`src/rtl/up_axi_master_if.sv`:
```
// AXI4-Lite bus bundle between the up_axi_master bridge and its slave.
// The master modport drives the request channels; the slave modport drives the responses.
interface up_axi_master_if #(
    parameter int AXI_ADDRESS_WIDTH = 16
);
    logic                         awvalid;
    logic                         awready;
    logic [AXI_ADDRESS_WIDTH-1:0] awaddr;
    logic [2:0]                   awprot;
    logic                         wvalid;
    logic                         wready;
    logic [31:0]                  wdata;
    logic [3:0]                   wstrb;
    logic                         bvalid;
    logic                         bready;
    logic [1:0]                   bresp;
    logic                         arvalid;
    logic                         arready;
    logic [AXI_ADDRESS_WIDTH-1:0] araddr;
    logic [2:0]                   arprot;
    logic                         rvalid;
    logic                         rready;
    logic [31:0]                  rdata;
    logic [1:0]                   rresp;

    modport master (
        output awvalid, awaddr, awprot, wvalid, wdata, wstrb, bready,
               arvalid, araddr, arprot, rready,
        input  awready, wready, bvalid, bresp, arready, rvalid, rdata, rresp
    );

    modport slave (
        input  awvalid, awaddr, awprot, wvalid, wdata, wstrb, bready,
               arvalid, araddr, arprot, rready,
        output awready, wready, bvalid, bresp, arready, rvalid, rdata, rresp
    );
endinterface

```
`src/rtl/up_axi_master.sv`:
```
// Bridges single-word microprocessor read/write pulses onto an AXI4-Lite master port,
// one transaction at a time, with a per-transaction timeout that fakes an error response.
module up_axi_master #(
    parameter int          AXI_ADDRESS_WIDTH = 16,
    parameter int          TIMEOUT_CYCLES    = 1024,
    parameter logic [31:0] ERR_RDATA         = 32'hdead_dead
) (
    input  logic                         up_clk,
    input  logic                         up_rstn,
    input  logic                         up_wreq,
    input  logic [AXI_ADDRESS_WIDTH-3:0] up_waddr,
    input  logic [31:0]                  up_wdata,
    output logic                         up_wack,
    output logic                         up_werr,
    input  logic                         up_rreq,
    input  logic [AXI_ADDRESS_WIDTH-3:0] up_raddr,
    output logic [31:0]                  up_rdata,
    output logic                         up_rack,
    output logic                         up_rerr,
    up_axi_master_if.master              m_axi
);

    localparam int CNT_W = $clog2(TIMEOUT_CYCLES);
    localparam logic [CNT_W-1:0] CNT_LAST = CNT_W'(TIMEOUT_CYCLES - 1);

    typedef enum logic [2:0] {IDLE, WR, WR_RESP, RD_ADDR, RD_DATA, DONE} state_t;

    state_t                       state;
    logic [CNT_W-1:0]             cnt;
    logic                         wr_full;
    logic                         rd_full;
    logic [AXI_ADDRESS_WIDTH-3:0] wr_addr;
    logic [31:0]                  wr_data;
    logic [AXI_ADDRESS_WIDTH-3:0] rd_addr;
    logic                         serve_wr;
    logic                         awvalid;
    logic                         wvalid;
    logic                         bready;
    logic                         arvalid;
    logic                         rready;
    logic                         timeout;

    assign timeout = (cnt == CNT_LAST);

    // The slots stay loaded until the transaction retires, so they double as the bus registers.
    assign m_axi.awvalid = awvalid;
    assign m_axi.awaddr  = {wr_addr, 2'b00};
    assign m_axi.awprot  = 3'b000;
    assign m_axi.wvalid  = wvalid;
    assign m_axi.wdata   = wr_data;
    assign m_axi.wstrb   = 4'hf;
    assign m_axi.bready  = bready;
    assign m_axi.arvalid = arvalid;
    assign m_axi.araddr  = {rd_addr, 2'b00};
    assign m_axi.arprot  = 3'b000;
    assign m_axi.rready  = rready;

    always_ff @(posedge up_clk or negedge up_rstn) begin
        if (!up_rstn) begin
            state    <= IDLE;
            cnt      <= '0;
            wr_full  <= 1'b0;
            rd_full  <= 1'b0;
            wr_addr  <= '0;
            wr_data  <= '0;
            rd_addr  <= '0;
            serve_wr <= 1'b0;
            awvalid  <= 1'b0;
            wvalid   <= 1'b0;
            bready   <= 1'b0;
            arvalid  <= 1'b0;
            rready   <= 1'b0;
            up_wack  <= 1'b0;
            up_werr  <= 1'b0;
            up_rack  <= 1'b0;
            up_rerr  <= 1'b0;
            up_rdata <= '0;
        end else begin
            if (up_wreq && !wr_full) begin
                wr_full <= 1'b1;
                wr_addr <= up_waddr;
                wr_data <= up_wdata;
            end
            if (up_rreq && !rd_full) begin
                rd_full <= 1'b1;
                rd_addr <= up_raddr;
            end
            up_wack <= 1'b0;
            up_rack <= 1'b0;

            case (state)
                IDLE: begin
                    cnt <= '0;
                    // An arriving pulse is served at once so the bus sees it on the next cycle.
                    if (wr_full || up_wreq) begin
                        state    <= WR;
                        serve_wr <= 1'b1;
                        awvalid  <= 1'b1;
                        wvalid   <= 1'b1;
                    end else if (rd_full || up_rreq) begin
                        state    <= RD_ADDR;
                        serve_wr <= 1'b0;
                        arvalid  <= 1'b1;
                    end
                end
                WR: begin
                    if (timeout) begin
                        awvalid <= 1'b0;
                        wvalid  <= 1'b0;
                        state   <= DONE;
                        up_wack <= 1'b1;
                        up_werr <= 1'b1;
                    end else begin
                        cnt <= cnt + 1'b1;
                        if (m_axi.awready) awvalid <= 1'b0;
                        if (m_axi.wready)  wvalid  <= 1'b0;
                        if ((!awvalid || m_axi.awready) && (!wvalid || m_axi.wready)) begin
                            state  <= WR_RESP;
                            bready <= 1'b1;
                        end
                    end
                end
                WR_RESP: begin
                    if (timeout) begin
                        bready  <= 1'b0;
                        state   <= DONE;
                        up_wack <= 1'b1;
                        up_werr <= 1'b1;
                    end else begin
                        cnt <= cnt + 1'b1;
                        if (m_axi.bvalid) begin
                            bready  <= 1'b0;
                            state   <= DONE;
                            up_wack <= 1'b1;
                            up_werr <= (m_axi.bresp != 2'b00);
                        end
                    end
                end
                RD_ADDR: begin
                    if (timeout) begin
                        arvalid  <= 1'b0;
                        state    <= DONE;
                        up_rack  <= 1'b1;
                        up_rerr  <= 1'b1;
                        up_rdata <= ERR_RDATA;
                    end else begin
                        cnt <= cnt + 1'b1;
                        if (m_axi.arready) begin
                            arvalid <= 1'b0;
                            rready  <= 1'b1;
                            state   <= RD_DATA;
                        end
                    end
                end
                RD_DATA: begin
                    if (timeout) begin
                        rready   <= 1'b0;
                        state    <= DONE;
                        up_rack  <= 1'b1;
                        up_rerr  <= 1'b1;
                        up_rdata <= ERR_RDATA;
                    end else begin
                        cnt <= cnt + 1'b1;
                        if (m_axi.rvalid) begin
                            rready   <= 1'b0;
                            state    <= DONE;
                            up_rack  <= 1'b1;
                            up_rerr  <= (m_axi.rresp != 2'b00);
                            up_rdata <= (m_axi.rresp != 2'b00) ? ERR_RDATA : m_axi.rdata;
                        end
                    end
                end
                DONE: begin
                    state <= IDLE;
                    if (serve_wr) wr_full <= 1'b0;
                    else          rd_full <= 1'b0;
                end
                default: state <= IDLE;
            endcase
        end
    end

endmodule
```
`src/flat_wrapper.sv`:
```
// flat-port wrapper written by rule: the top's interface ports become plain ports
module up_axi_master_flat 
#(
    parameter int          AXI_ADDRESS_WIDTH = 16,
    parameter int          TIMEOUT_CYCLES    = 1024,
    parameter logic [31:0] ERR_RDATA         = 32'hdead_dead
)
  (up_clk, up_rstn, up_wreq, up_waddr, up_wdata, up_wack, up_werr, up_rreq, up_raddr, up_rdata, up_rack, up_rerr, m_axi_awvalid, m_axi_awaddr, m_axi_awprot, m_axi_wvalid, m_axi_wdata, m_axi_wstrb, m_axi_bready, m_axi_arvalid, m_axi_araddr, m_axi_arprot, m_axi_rready, m_axi_awready, m_axi_wready, m_axi_bvalid, m_axi_bresp, m_axi_arready, m_axi_rvalid, m_axi_rdata, m_axi_rresp);
  up_axi_master_if #(.AXI_ADDRESS_WIDTH(AXI_ADDRESS_WIDTH)) m_axi_i ();
  input  logic up_clk;
  input  logic up_rstn;
  input  logic up_wreq;
  input  logic [AXI_ADDRESS_WIDTH-3:0] up_waddr;
  input  logic [31:0] up_wdata;
  output logic up_wack;
  output logic up_werr;
  input  logic up_rreq;
  input  logic [AXI_ADDRESS_WIDTH-3:0] up_raddr;
  output logic [31:0] up_rdata;
  output logic up_rack;
  output logic up_rerr;
  output wire logic [$bits(m_axi_i.awvalid)-1:0] m_axi_awvalid;
  output wire logic [$bits(m_axi_i.awaddr)-1:0] m_axi_awaddr;
  output wire logic [$bits(m_axi_i.awprot)-1:0] m_axi_awprot;
  output wire logic [$bits(m_axi_i.wvalid)-1:0] m_axi_wvalid;
  output wire logic [$bits(m_axi_i.wdata)-1:0] m_axi_wdata;
  output wire logic [$bits(m_axi_i.wstrb)-1:0] m_axi_wstrb;
  output wire logic [$bits(m_axi_i.bready)-1:0] m_axi_bready;
  output wire logic [$bits(m_axi_i.arvalid)-1:0] m_axi_arvalid;
  output wire logic [$bits(m_axi_i.araddr)-1:0] m_axi_araddr;
  output wire logic [$bits(m_axi_i.arprot)-1:0] m_axi_arprot;
  output wire logic [$bits(m_axi_i.rready)-1:0] m_axi_rready;
  input wire logic [$bits(m_axi_i.awready)-1:0] m_axi_awready;
  input wire logic [$bits(m_axi_i.wready)-1:0] m_axi_wready;
  input wire logic [$bits(m_axi_i.bvalid)-1:0] m_axi_bvalid;
  input wire logic [$bits(m_axi_i.bresp)-1:0] m_axi_bresp;
  input wire logic [$bits(m_axi_i.arready)-1:0] m_axi_arready;
  input wire logic [$bits(m_axi_i.rvalid)-1:0] m_axi_rvalid;
  input wire logic [$bits(m_axi_i.rdata)-1:0] m_axi_rdata;
  input wire logic [$bits(m_axi_i.rresp)-1:0] m_axi_rresp;
  assign m_axi_awvalid = m_axi_i.awvalid;
  assign m_axi_awaddr = m_axi_i.awaddr;
  assign m_axi_awprot = m_axi_i.awprot;
  assign m_axi_wvalid = m_axi_i.wvalid;
  assign m_axi_wdata = m_axi_i.wdata;
  assign m_axi_wstrb = m_axi_i.wstrb;
  assign m_axi_bready = m_axi_i.bready;
  assign m_axi_arvalid = m_axi_i.arvalid;
  assign m_axi_araddr = m_axi_i.araddr;
  assign m_axi_arprot = m_axi_i.arprot;
  assign m_axi_rready = m_axi_i.rready;
  assign m_axi_i.awready = m_axi_awready;
  assign m_axi_i.wready = m_axi_wready;
  assign m_axi_i.bvalid = m_axi_bvalid;
  assign m_axi_i.bresp = m_axi_bresp;
  assign m_axi_i.arready = m_axi_arready;
  assign m_axi_i.rvalid = m_axi_rvalid;
  assign m_axi_i.rdata = m_axi_rdata;
  assign m_axi_i.rresp = m_axi_rresp;
  up_axi_master #(.AXI_ADDRESS_WIDTH(AXI_ADDRESS_WIDTH), .TIMEOUT_CYCLES(TIMEOUT_CYCLES), .ERR_RDATA(ERR_RDATA)) u_core (.up_clk(up_clk), .up_rstn(up_rstn), .up_wreq(up_wreq), .up_waddr(up_waddr), .up_wdata(up_wdata), .up_wack(up_wack), .up_werr(up_werr), .up_rreq(up_rreq), .up_raddr(up_raddr), .up_rdata(up_rdata), .up_rack(up_rack), .up_rerr(up_rerr), .m_axi(m_axi_i));
endmodule
```
`config.mk`:
```
export PLATFORM = sky130hd
export DESIGN_NAME = up_axi_master_flat
export DESIGN_NICKNAME = d
export VERILOG_FILES = /design/src/rtl/up_axi_master_if.sv /design/src/rtl/up_axi_master.sv /design/src/flat_wrapper.sv
export SDC_FILE = /design/constraint.sdc
export NUM_CORES = 1
export LEC_CHECK = 0
export ABC_AREA = 1
export CAP_MARGIN = 5
export CELL_PAD_IN_SITES_DETAIL_PLACEMENT = 0
export CELL_PAD_IN_SITES_GLOBAL_PLACEMENT = 2
export CORE_ASPECT_RATIO = 0.75
export CORE_MARGIN = 3
export CORE_UTILIZATION = 25
export CTS_CLUSTER_SIZE = 20
export DETAILED_ROUTE_END_ITERATION = 6
export PLACE_DENSITY_LB_ADDON = 0.1
export REMOVE_ABC_BUFFERS = 1
export SYNTH_ARGS = -nofsm -noshare
export SYNTH_HDL_FRONTEND = slang
export SYNTH_SLANG_ARGS = --single-unit
export TNS_END_PERCENT = 30
```
`constraint.sdc`:
```
create_clock -name up_clk -period 4 [get_ports up_clk]
set_clock_uncertainty 0.15 [all_clocks]
set_input_delay 0.6 -clock up_clk [delete_from_list [all_inputs] [get_ports up_clk]]
set_output_delay 0.6 -clock up_clk [all_outputs]
set_load 0.03 [all_outputs]
```
==> reports/results.ini <==
[global_routing]
globalRouteTotalUtil=0.136
grt_overflow_total=0
grt_first_pass_wirelength_um=23200
grt_max_degree=75
via_count_of_the_first_global_routing_pass=4092
antenna_found_initial=0

[detailed_routing]
wirelength_um=15400
detail_route.first_pass.iterations=4
routed-via-count=4167
drt_iter0_drc=259
detail_route.drc_violations=0
viasPerCell=4.37
wl_per_instance_um=16.2
postRouteAntennaNets=0

[finish]
nNetsFinal=793
synthToLayoutAreaGrowth_pct=54.0
layout-drive-gt1-share=0.176
num_antenna_cells=0
nFillCells=1910
finalInstanceArea_um2=7960

[critical_path]
reg2reg_from=u_core.cnt[0]
worstRegToRegCells=8
required_ns=4.13
crit_path_max_fanout=24
critical_path_arrival_ns=2.79
reg2reg_to=u_core.up_rdata[17]
ff2ff_setup_slack_ns=1.35
endpoint_kind=register
setup.worst_path.start_class=register
criticalPathCategory=register to register

[synth]
synth_top_cells_by_area=dfrtp_1, mux2_2, nand2_1
synthesized_instance_count=483
yosysWarningCount=0
synth_area_um2=5170
proportion_of_synthesized_chip_area_in_sequential_cells=0.566
synth.ff_latch_count=117
mean_instance_size_in_the_synthesized_netlist_um2=10.7
synth_top_area_cell=dfrtp_1
area_share_of_the_leading_cell_type_in_the_synthesized_netlist=0.566
synthDistinctLibCells=33

[sta]
worst_slew_pin_slew_ns=1.12
timing.final.max_slew_violations=0
whs_ns=0.195
grt_setup_unrepaired=false
final_setup_violations=0
post-route-worst-setup-slack_ns=1.35
achievable-frequency_mhz=377
fin_crit_sh=0.664
post-route-min-period_ns=2.65
timing.max_slew.rel_slack=0.248
setup_tns_ns=0
timing_hold_violations_final=0

[pwr]
net-switching-power_mw=2.64
power.ir.vdd_worst_v=0.000313
share_comb_of_total_power=0.469
cellInternalPower_mw=3.96
power_density_nw_per_um2=829
power.share.switching=0.401
power_frac_seq=0.299
share_clk_of_total_power=0.232
fin_total_pwr_mw=6.60
power_leakage_nw=3.58

[cts]
clkLatencyLatePin_ns=0.41
cts.path.max_buffers=2
cts-buffers-inserted=17
worst_setup_hold_path_clk_slew_ns=0.06
hold_buffers=0
postCtsSetupBuffers=0
cts_tree=yes
clk_root_buffer_cell=clkbuf_16
cts.sink_count=117
clock_tree.htree_level_count=4
cts_repair_resize_count=0

[die]
die_w_um=172
dieHeight_um=131
core_area_um2=19800
design.die.area_um2=22500
starting_density=0.261
floorplan.rows=44
ios=220

[place]
post_detail_place_hpwl_um=10900
port_buffers=205
finalWeightedCongestion=0.777
post_place_setup_slack_ns=1.35
placed_area_um2=7370

[min_path]
worstHoldPathType=input pin to async pin

[status]
run_status=completed

[run]
max_cap_violations=0

cell type report:
class                   instances  area (µm²)  share of cell area
clock inverters                14         150              0.0189
clock buffers                  18         439              0.0551
flip-flops and latches        117        2930               0.368
well taps                     253         317              0.0397
multi-input cells             313        1940               0.244
repair buffers                206        2070               0.260
inverters                      32         120              0.0151
layout by cell type, fill, tap and decap left out, drive strengths merged:
cell type,count
o211ai,1
nor3,3
nor2,20
nand4,4
xnor2,1
nand3,66
conb,14
xor2,2
clkdlybuf4s50,204
dfrtp,117
inv,35
bufinv,2
a21oi,6
clkbuf,18
nand3b,3
o22ai,1
clkinv,6
buf,2
mux2,60
o21ai,38
nand2,92
a21o,1
ha,1
clkinvlp,3
worst max-delay path: stages (launching register included):
cell and delay, ns:
dfrtp_1 0.49, ha_1 0.25, nand2_1 0.08, nor2_2 0.15
nand3_2 0.35, nand2_2 0.61, inv_2 0.23, nand3_1 0.14
nand2_1 0.07
cell usage after synthesis:
cell type  instances
inv_1             28
nand3_4            1
xnor2_1            1
nand2_1           86
nand3b_1           2
a21o_1             1
nor2_2             2
o21ai_1           15
o22ai_1            1
buf_6              4
inv_2              4
clkbuf_1           1
o21ai_0           13
nand3_2            2
nand2_2            5
mux2_2            60
nor2_4             1
buf_4             16
o211ai_1           1
ha_1               1
buf_2             12
o21ai_2           10
nor3_1             2
nand2_4            1
a21oi_1            6
nor2_1            17
nand3_1           63
nand4_1            4
conb_1             2
nand3b_4           1
xor2_1             2
nor3_4             1
dfrtp_1          117
per-stage QoR:
step	util	instances
global route	0.402	953
CTS	0.402	953
detailed placement	0.372	921
finish	0.402	953
floorplan	-	462
global placement	0.372	921
logic make-up after synthesis:
logic type,synth area share
buffers and inverters,0.0675
AND/OR/NAND/NOR,0.173
XOR/XNOR,0.00508
other,0.00145
multiplexers,0.131
AO/OA/AOI/OAI,0.0540
flip-flops,0.566
adder cells (fa/ha/maj),0.00242
power groups by stage:
stage | logic (mW) | registers, mW | clock network [mW]
after CTS | 3.14 | 1.98 | 1.58
final | 3.10 | 1.97 | 1.53
after floorplan | 0.855 | 2.89 | 0
after global routing | 3.33 | 2.04 | 1.64
after detailed placement | 3.13 | 1.99 | 0
after global placement | 3.14 | 1.98 | 0
layer usage:
metal  global-route usage  vias to the layer above  wire, µm
li1                     -                     2007         -
met5                    0                        -         0
met1                0.184                     1961      7310
met4               0.0436                        0       113
met2                0.201                      188      6550
met3               0.0511                       11      1440
how the worst max path moves through the flow:
stage	slack, ns	to	from	cells past startpoint
after global routing	1.12	u_core.up_rdata[20]	u_core.cnt[0]	8
after floorplan	1.73	u_core.m_axi.wdata[0]	up_wreq	2
after detailed placement	1.35	u_core.up_rdata[0]	m_axi_rvalid	5
after CTS	1.35	u_core.up_rdata[17]	u_core.cnt[0]	8
after global placement	1.40	u_core.up_rdata[31]	m_axi_rvalid	5
final	1.35	u_core.up_rdata[17]	u_core.cnt[0]	8
flip-flops by register name (all words and copies together), names as in the netlist, 3 cells and up:
register,flops
u_core.m_axi.wdata,32
u_core.up_rdata,32
u_core.rd_addr,14
u_core.wr_addr,14
u_core.cnt,10
u_core.state,3
No activity file was read; power rests on OpenSTA's default activity.
